--- src/rtl/wb_traffic_if.sv ---
// wb_traffic_if
//   Wishbone B4 bus between wb_traffic_master and the SDRAM controller's
//   wb_* slave port.
//   Signals (named from the master's point of view):
//     wb_cyc_o, wb_stb_o, wb_we_o : cycle, strobe, write enable
//     wb_addr_o [AW]              : byte address
//     wb_dat_o  [DW]              : write data
//     wb_sel_o  [DW/8]            : byte selects
//     wb_cti_o  [3]               : cycle type identifier
//     wb_ack_i                    : acknowledge from the slave
//     wb_dat_i  [DW]              : read data from the slave
interface wb_traffic_if #(
  parameter int DW = 32,
  parameter int AW = 32
);
  logic            wb_cyc_o;
  logic            wb_stb_o;
  logic            wb_we_o;
  logic [AW-1:0]   wb_addr_o;
  logic [DW-1:0]   wb_dat_o;
  logic [DW/8-1:0] wb_sel_o;
  logic [2:0]      wb_cti_o;
  logic            wb_ack_i;
  logic [DW-1:0]   wb_dat_i;

  modport master (
    output wb_cyc_o, wb_stb_o, wb_we_o, wb_addr_o, wb_dat_o, wb_sel_o, wb_cti_o,
    input  wb_ack_i, wb_dat_i
  );

  modport slave (
    input  wb_cyc_o, wb_stb_o, wb_we_o, wb_addr_o, wb_dat_o, wb_sel_o, wb_cti_o,
    output wb_ack_i, wb_dat_i
  );
endinterface

--- src/rtl/wb_traffic_master.sv ---
// wb_traffic_master
//   Wishbone B4 burst master: writes a programmable pattern over a region,
//   reads it back and counts mismatches. A watchdog aborts a stalled beat.
//   Ports:
//     sys_clk, RESETN      : clock, synchronous active-low reset
//     init_done            : controller init finished; start ignored while low
//     start                : one-cycle run request (ignored while busy)
//     cfg_mode/pattern/base_addr/burst_len/num_bursts/seed : run config,
//                            latched when a start is accepted
//     wb                   : Wishbone master modport
//     busy, done           : run in progress / one-cycle end-of-run pulse
//     err_flag, err_cnt, first_err_addr, timeout : run status
module wb_traffic_master #(
  parameter int DW  = 32,
  parameter int AW  = 32,
  parameter int BLW = 8,
  parameter int TMO = 1024
) (
  input  logic           sys_clk,
  input  logic           RESETN,
  input  logic           init_done,
  input  logic           start,
  input  logic [1:0]     cfg_mode,
  input  logic [1:0]     cfg_pattern,
  input  logic [AW-1:0]  cfg_base_addr,
  input  logic [BLW-1:0] cfg_burst_len,
  input  logic [15:0]    cfg_num_bursts,
  input  logic [DW-1:0]  cfg_seed,
  wb_traffic_if.master   wb,
  output logic           busy,
  output logic           done,
  output logic           err_flag,
  output logic [15:0]    err_cnt,
  output logic [AW-1:0]  first_err_addr,
  output logic           timeout
);
  localparam int BYTES = DW / 8;
  localparam int WDW   = $clog2(TMO + 1);

  typedef enum logic [2:0] {IDLE, WR_BURST, WR_GAP, RD_BURST, RD_GAP, FIN} state_t;
  state_t state, state_nxt;

  logic [1:0]     mode_q, pat_q;
  logic [AW-1:0]  base_q, addr_q;
  logic [BLW-1:0] blen_q, beat_cnt;
  logic [15:0]    nb_q, burst_cnt;
  logic [DW-1:0]  seed_q, inc_q, exp_data;
  logic [31:0]    lfsr_q;
  logic [WDW-1:0] wd_cnt;
  logic           accept, in_burst, beat_done, last_beat, phase_done;
  logic           wd_fire, restart_rd, mismatch;

  function automatic logic [15:0] sat_inc16(input logic [15:0] v);
    return (v == 16'hFFFF) ? v : v + 16'd1;
  endfunction

  // Galois form, right shift; tap mask holds x^32, x^22, x^2, x^1.
  function automatic logic [31:0] lfsr_step(input logic [31:0] s);
    return s[0] ? ((s >> 1) ^ 32'h8020_0003) : (s >> 1);
  endfunction

  function automatic logic [31:0] lfsr_seed(input logic [DW-1:0] sd);
    logic [DW+31:0] e;
    e = {32'b0, sd};
    return (e[31:0] == 32'd0) ? 32'd1 : e[31:0];
  endfunction

  function automatic logic [DW-1:0] lfsr_rep(input logic [31:0] s);
    logic [DW-1:0] r;
    for (int i = 0; i < DW; i++) r[i] = s[i % 32];
    return r;
  endfunction

  function automatic logic [DW-1:0] addr_data(input logic [AW-1:0] a);
    logic [AW+DW-1:0] e;
    e = {{DW{1'b0}}, a};
    return e[DW-1:0];
  endfunction

  always_comb begin
    unique case (pat_q)
      2'b00:   exp_data = inc_q;
      2'b01:   exp_data = addr_data(addr_q);
      2'b10:   exp_data = lfsr_rep(lfsr_q);
      default: exp_data = seed_q;
    endcase
  end

  assign accept     = (state == IDLE) && start && init_done;
  assign in_burst   = (state == WR_BURST) || (state == RD_BURST);
  assign beat_done  = in_burst && wb.wb_ack_i;
  assign last_beat  = (beat_cnt == blen_q - BLW'(1));
  // burst_cnt has already counted the burst that just ended when in a gap
  assign phase_done = (burst_cnt == nb_q);
  assign wd_fire    = in_burst && !wb.wb_ack_i && (wd_cnt == WDW'(TMO - 1));
  assign restart_rd = (state == WR_GAP) && phase_done && (mode_q != 2'b01);
  assign mismatch   = (state == RD_BURST) && wb.wb_ack_i && (wb.wb_dat_i != exp_data);

  always_ff @(posedge sys_clk) begin
    if (!RESETN) state <= IDLE;
    else         state <= state_nxt;
  end

  always_comb begin
    state_nxt       = state;
    wb.wb_cyc_o     = in_burst;
    wb.wb_stb_o     = in_burst;
    wb.wb_we_o      = (state == WR_BURST);
    wb.wb_addr_o    = '0;
    wb.wb_dat_o     = '0;
    wb.wb_sel_o     = '0;
    wb.wb_cti_o     = 3'b000;
    busy            = (state != IDLE);
    done            = (state == FIN);
    if (in_burst) begin
      wb.wb_addr_o = addr_q;
      wb.wb_sel_o  = '1;
      wb.wb_cti_o  = last_beat ? 3'b111 : 3'b010;
      if (state == WR_BURST) wb.wb_dat_o = exp_data;
    end
    unique case (state)
      IDLE:     if (accept) state_nxt = (cfg_mode == 2'b10) ? RD_BURST : WR_BURST;
      WR_BURST: if (wd_fire) state_nxt = FIN;
                else if (beat_done && last_beat) state_nxt = WR_GAP;
      WR_GAP:   if (!phase_done) state_nxt = WR_BURST;
                else state_nxt = (mode_q == 2'b01) ? FIN : RD_BURST;
      RD_BURST: if (wd_fire) state_nxt = FIN;
                else if (beat_done && last_beat) state_nxt = RD_GAP;
      RD_GAP:   state_nxt = phase_done ? FIN : RD_BURST;
      FIN:      state_nxt = IDLE;
      default:  state_nxt = IDLE;
    endcase
  end

  always_ff @(posedge sys_clk) begin
    if (!RESETN) begin
      beat_cnt  <= '0;
      burst_cnt <= '0;
      wd_cnt    <= '0;
    end else begin
      if (accept || restart_rd) begin
        beat_cnt  <= '0;
        burst_cnt <= '0;
      end else if (beat_done) begin
        if (last_beat) begin
          beat_cnt  <= '0;
          burst_cnt <= burst_cnt + 16'd1;
        end else begin
          beat_cnt <= beat_cnt + BLW'(1);
        end
      end
      wd_cnt <= (in_burst && !wb.wb_ack_i) ? wd_cnt + WDW'(1) : '0;
    end
  end

  // Pattern generator and latched configuration; only read while a run is active.
  always_ff @(posedge sys_clk) begin
    if (accept) begin
      mode_q <= cfg_mode;
      pat_q  <= cfg_pattern;
      base_q <= cfg_base_addr & ~AW'(BYTES - 1);
      addr_q <= cfg_base_addr & ~AW'(BYTES - 1);
      blen_q <= (cfg_burst_len == '0) ? BLW'(1) : cfg_burst_len;
      nb_q   <= (cfg_num_bursts == 16'd0) ? 16'd1 : cfg_num_bursts;
      seed_q <= cfg_seed;
      inc_q  <= cfg_seed;
      lfsr_q <= lfsr_seed(cfg_seed);
    end else if (restart_rd) begin
      addr_q <= base_q;
      inc_q  <= seed_q;
      lfsr_q <= lfsr_seed(seed_q);
    end else if (beat_done) begin
      addr_q <= addr_q + AW'(BYTES);
      inc_q  <= inc_q + DW'(1);
      lfsr_q <= lfsr_step(lfsr_q);
    end
  end

  always_ff @(posedge sys_clk) begin
    if (!RESETN) begin
      err_flag       <= 1'b0;
      err_cnt        <= 16'd0;
      first_err_addr <= '0;
      timeout        <= 1'b0;
    end else if (accept) begin
      err_flag       <= 1'b0;
      err_cnt        <= 16'd0;
      first_err_addr <= '0;
      timeout        <= 1'b0;
    end else begin
      if (mismatch) begin
        err_flag <= 1'b1;
        err_cnt  <= sat_inc16(err_cnt);
        if (!err_flag) first_err_addr <= addr_q;
      end
      if (wd_fire) timeout <= 1'b1;
    end
  end
endmodule

--- src/flat_wrapper.sv ---
// flat-port wrapper written by rule: the top's interface ports become plain ports
module wb_traffic_master_flat 
#(
  parameter int DW  = 32,
  parameter int AW  = 32,
  parameter int BLW = 8,
  parameter int TMO = 1024
)
  (sys_clk, RESETN, init_done, start, cfg_mode, cfg_pattern, cfg_base_addr, cfg_burst_len, cfg_num_bursts, cfg_seed, busy, done, err_flag, err_cnt, first_err_addr, timeout, wb_wb_cyc_o, wb_wb_stb_o, wb_wb_we_o, wb_wb_addr_o, wb_wb_dat_o, wb_wb_sel_o, wb_wb_cti_o, wb_wb_ack_i, wb_wb_dat_i);
  wb_traffic_if #(.DW(DW), .AW(AW)) wb_i ();
  input  logic sys_clk;
  input  logic RESETN;
  input  logic init_done;
  input  logic start;
  input  logic [1:0] cfg_mode;
  input  logic [1:0] cfg_pattern;
  input  logic [AW-1:0] cfg_base_addr;
  input  logic [BLW-1:0] cfg_burst_len;
  input  logic [15:0] cfg_num_bursts;
  input  logic [DW-1:0] cfg_seed;
  output logic busy;
  output logic done;
  output logic err_flag;
  output logic [15:0] err_cnt;
  output logic [AW-1:0] first_err_addr;
  output logic timeout;
  output wire logic [$bits(wb_i.wb_cyc_o)-1:0] wb_wb_cyc_o;
  output wire logic [$bits(wb_i.wb_stb_o)-1:0] wb_wb_stb_o;
  output wire logic [$bits(wb_i.wb_we_o)-1:0] wb_wb_we_o;
  output wire logic [$bits(wb_i.wb_addr_o)-1:0] wb_wb_addr_o;
  output wire logic [$bits(wb_i.wb_dat_o)-1:0] wb_wb_dat_o;
  output wire logic [$bits(wb_i.wb_sel_o)-1:0] wb_wb_sel_o;
  output wire logic [$bits(wb_i.wb_cti_o)-1:0] wb_wb_cti_o;
  input wire logic [$bits(wb_i.wb_ack_i)-1:0] wb_wb_ack_i;
  input wire logic [$bits(wb_i.wb_dat_i)-1:0] wb_wb_dat_i;
  assign wb_wb_cyc_o = wb_i.wb_cyc_o;
  assign wb_wb_stb_o = wb_i.wb_stb_o;
  assign wb_wb_we_o = wb_i.wb_we_o;
  assign wb_wb_addr_o = wb_i.wb_addr_o;
  assign wb_wb_dat_o = wb_i.wb_dat_o;
  assign wb_wb_sel_o = wb_i.wb_sel_o;
  assign wb_wb_cti_o = wb_i.wb_cti_o;
  assign wb_i.wb_ack_i = wb_wb_ack_i;
  assign wb_i.wb_dat_i = wb_wb_dat_i;
  wb_traffic_master #(.DW(DW), .AW(AW), .BLW(BLW), .TMO(TMO)) u_core (.sys_clk(sys_clk), .RESETN(RESETN), .init_done(init_done), .start(start), .cfg_mode(cfg_mode), .cfg_pattern(cfg_pattern), .cfg_base_addr(cfg_base_addr), .cfg_burst_len(cfg_burst_len), .cfg_num_bursts(cfg_num_bursts), .cfg_seed(cfg_seed), .wb(wb_i), .busy(busy), .done(done), .err_flag(err_flag), .err_cnt(err_cnt), .first_err_addr(first_err_addr), .timeout(timeout));
endmodule
--- config.mk ---
export PLATFORM = sky130hd
export DESIGN_NAME = wb_traffic_master_flat
export DESIGN_NICKNAME = d
export VERILOG_FILES = /design/src/rtl/wb_traffic_if.sv /design/src/rtl/wb_traffic_master.sv /design/src/flat_wrapper.sv
export SDC_FILE = /design/constraint.sdc
export NUM_CORES = 1
export LEC_CHECK = 0
export CAP_MARGIN = 20
export CORE_ASPECT_RATIO = 0.75
export CORE_MARGIN = 4
export CORE_UTILIZATION = 30
export CTS_CLUSTER_DIAMETER = 200
export DETAILED_ROUTE_END_ITERATION = 8
export RECOVER_POWER = 50
export SLEW_MARGIN = 30
export SYNTH_ARGS = -nofsm -noshare
export SYNTH_HDL_FRONTEND = slang
export SYNTH_SLANG_ARGS = --single-unit
export TNS_END_PERCENT = 1
--- constraint.sdc ---
create_clock -name sys_clk -period 8.9 [get_ports sys_clk]
set_input_delay 1.78 -clock sys_clk [delete_from_list [all_inputs] [get_ports sys_clk]]
set_output_delay 1.78 -clock sys_clk [all_outputs]
set_load 0.01 [all_outputs]
==> impl_metrics.tcl <==
set metrics [dict create \
    outcome "finished with violations" \
    violations "max-capacitance violations, max-slew violations" \
    cap_viol_max_count 3 \
    cts.path.max_buffers 3 \
    worstReg2RegStart "u_core.burst_cnt[2]" \
    hold_class "register to register" \
    synth-main-ff-cell "edfxtp_1" \
    yosysSeqAreaShare_pct 50.70 \
    layout_commonest_cell "edfxtp_1" \
    drtIter0Drc 938 \
    cts_resized 0 \
    syn_nets 1580 \
    dp_hpwl_um 34850 \
    overflow 0 \
    syn_inst 1444 \
    nFillCells 4703 \
    maxSlewHeadroom_pct -100.6 \
    fp-row-count 69 \
    critPathLaunch "init_done" \
    syn_area_mm2 0.01445 \
    min_from "u_core.timeout" \
    antenna_found_initial 5 \
    vias_per_cell 5.214 \
    hold_violations 0 \
    leakagePower_uw 0.006543 \
    crit_required_ns 9.24 \
    post-route-util_pct 38.96 \
    ys_warn_count 0 \
    clock_latency_ns 0.58 \
    htreeDepth 1 \
    drc 0 \
    area_delta_synth_final_pct 28.01 \
    gp_congestion 0.8494 \
    clock_skew_ns 0.01452 \
    core_area_mm2 0.04748 \
    tns_ns 0 \
    grt_pass1_vias 11710 \
    multi_input_area_mm2 0.006615 \
    postSynthAreaPerCell_um2 10.01 \
    slew_viol_final 145 \
    crit_fanout 39 \
    die_area_mm2 0.05179 \
    drive_gt1_share_pct 6.386 \
    vdd_ir_drop_max_mv 0.1374 \
    setup_viol 0 \
    vias 11990 \
    power_density_mw_per_mm2 218.9 \
    clock-sinks 274 \
    ctsRootBufferMaster "clkbuf_16" \
    async_flop_share_pct 0 \
    start_util_pct 30.44 \
    track_usage_pct 18.13 \
    nets 1771 \
    seqCellArea_mm2 0.007327 \
    cp-end-kind "register" \
    post-route-period-util_pct 66.26 \
    wl_per_cell_um 21.06 \
    synth-edff-count 184 \
    max_freq_mhz 169.6 \
    critPathArrivalTime_ns 6.23 \
    post_cts_buffers 0 \
    io_buffers 252 \
    numCtsBuffers 31 \
    synth_cell_types 58 \
    final.min_clock_period_ns 5.897 \
    clkTransAtPathRegs_ns 0.06 \
    synth_seq_cells 274 \
    hold_buffers 0 \
    ioPinCount 255 \
    grt_max_degree 90 \
    drt-pass1-iter-count 5 \
    finalWirelength_um 48440 \
    worst_slew_pin_slew_ns 3.008 \
    rsz0062_at_grt "no" \
    layout_common_cells "edfxtp_1 (184), nand2_1 (169), dlygate4sd3_1 (141), nor2_1 (125), clkdlybuf4s50_1 (111)" \
    start_kind "input pin" \
    worstSetupPathType "input pin to register" \
    ant_nets 0 \
    grt_pass1_wl_um 72370 \
    fp.dieH_um 198.1 \
    cts_tree "done" \
    die-width_um 261.4 \
]
## power by group
| part | total (uW) | internal [uW] | switching [uW] | leakage, uW |
|---|---|---|---|---|
| clock | 1320 | 779 | 540 | 0.000510 |
| combinational | 966 | 428 | 538 | 0.00359 |
| sequential | 1760 | 1580 | 181 | 0.00244 |
| total | 4050 | 2790 | 1260 | 0.00654 |
## registers in the layout (all words and copies together), names as in the netlist
name                   count
u_core.err_flag            1
u_core.mode_q              2
u_core.wd_cnt             11
u_core.base_q             30
u_core.inc_q              32
u_core.seed_q             32
u_core.err_cnt            16
u_core.timeout             1
u_core.first_err_addr     32
u_core.lfsr_q             32
u_core.state               3
u_core.addr_q             32
u_core.pat_q               2
u_core.blen_q              8
u_core.nb_q               16
u_core.beat_cnt            8
u_core.burst_cnt          16
## critical path, cell delays in order
cell and delay (ns):
dlygate4sd3_1 0.56, nand3_1 0.20, clkbuf_1 1.65, nor2_1 0.67
clkbuf_1 0.63, a22oi_1 0.42, a21boi_0 0.21, inv_1 0.05
## synthesized netlist by cell type (3+ instances only)
master | number | area share (%)
a31oi_1 | 7 | 0.30
buf_1 | 6 | 0.16
ha_1 | 7 | 0.61
a41o_1 | 5 | 0.35
nor2b_1 | 6 | 0.26
xor2_1 | 42 | 2.5
a221o_1 | 3 | 0.21
o31ai_1 | 22 | 1.1
xnor2_1 | 91 | 5.5
o211ai_1 | 6 | 0.31
nand2_1 | 170 | 4.4
nor4_1 | 31 | 1.3
or4_1 | 16 | 0.83
clkbuf_1 | 87 | 2.3
mux2i_1 | 13 | 0.90
nand2b_1 | 4 | 0.17
mux4_2 | 32 | 5.0
dfxtp_1 | 90 | 12
nand3_1 | 74 | 2.6
nor2_1 | 126 | 3.3
inv_1 | 26 | 0.68
o21ai_1 | 32 | 1.1
and3_1 | 55 | 2.4
edfxtp_1 | 184 | 38
buf_2 | 3 | 0.10
and2_1 | 38 | 1.6
or3_1 | 9 | 0.39
a21o_1 | 10 | 0.52
and4_1 | 8 | 0.48
a21boi_0 | 6 | 0.31
a22oi_1 | 7 | 0.36
o21ai_0 | 79 | 2.7
buf_6 | 3 | 0.23
a21oi_1 | 62 | 2.1
buf_4 | 8 | 0.42
nand4_1 | 34 | 1.5
nor3_1 | 16 | 0.55
## metrics by stage
stage                     power, uW  hold WS (ns)  std cells  setup slack, ns  cell area (um^2)
final                          4049        0.4413       2300            3.003             18500
after global routing           4246        0.4634       2300            2.797             18500
after CTS                      4100        0.4477       2299            3.796             18500
after detailed placement       2770        0.4384       2241            3.823             17460
after global placement         2751        0.4269       2241            3.510             17450
after floorplan                2298        0.4175       1444            3.456             14450
## final timing paths
path | end | slack, ns | cells past startpoint
setup / recovery | u_core.lfsr_q[16] | 3.00 | 8
setup reg to reg | u_core.burst_cnt[10] | 3.32 | 8
hold reg to reg | u_core.timeout | 0.44 | 2
hold / removal | u_core.timeout | 0.44 | 2
## cells by family (layout without fill, tap and decap cells)
| logic type | Yosys count | after routing | share of synthesized area [%] |
|---|---|---|---|
| adder cells (fa/ha/maj) | 7 | 7 | 0.6060 |
| other | 0 | 1 | 0 |
| buffers and inverters | 134 | 350 | 3.870 |
| flip-flops | 274 | 274 | 50.70 |
| XOR/XNOR | 133 | 133 | 8.060 |
| multiplexers | 45 | 45 | 5.887 |
| AND/OR/NAND/NOR | 595 | 595 | 20.32 |
| AO/OA/AOI/OAI | 256 | 256 | 10.56 |
## routing by layer
layer	track usage, %	vias to the layer above	share of wire (%)
met3	4.833	67	8.9
met4	4.447	6	2.5
li1	-	5637	-
met5	0	-	0.085
met2	28.60	492	45
met1	24.97	5790	43
## cell type report
cell class / count / share of cell area, %
Clock buffer: 45 / 4.809
Inverter: 27 / 0.5884
Timing Repair Buffer: 265 / 14.10
Clock inverter: 13 / 0.8048
Multi-Input combinational cell: 1036 / 35.76
Tap cell: 639 / 4.322
Sequential cell: 274 / 39.61
Antenna cell: 1 / 0.01353
Power figures use the tool's default switching activity.
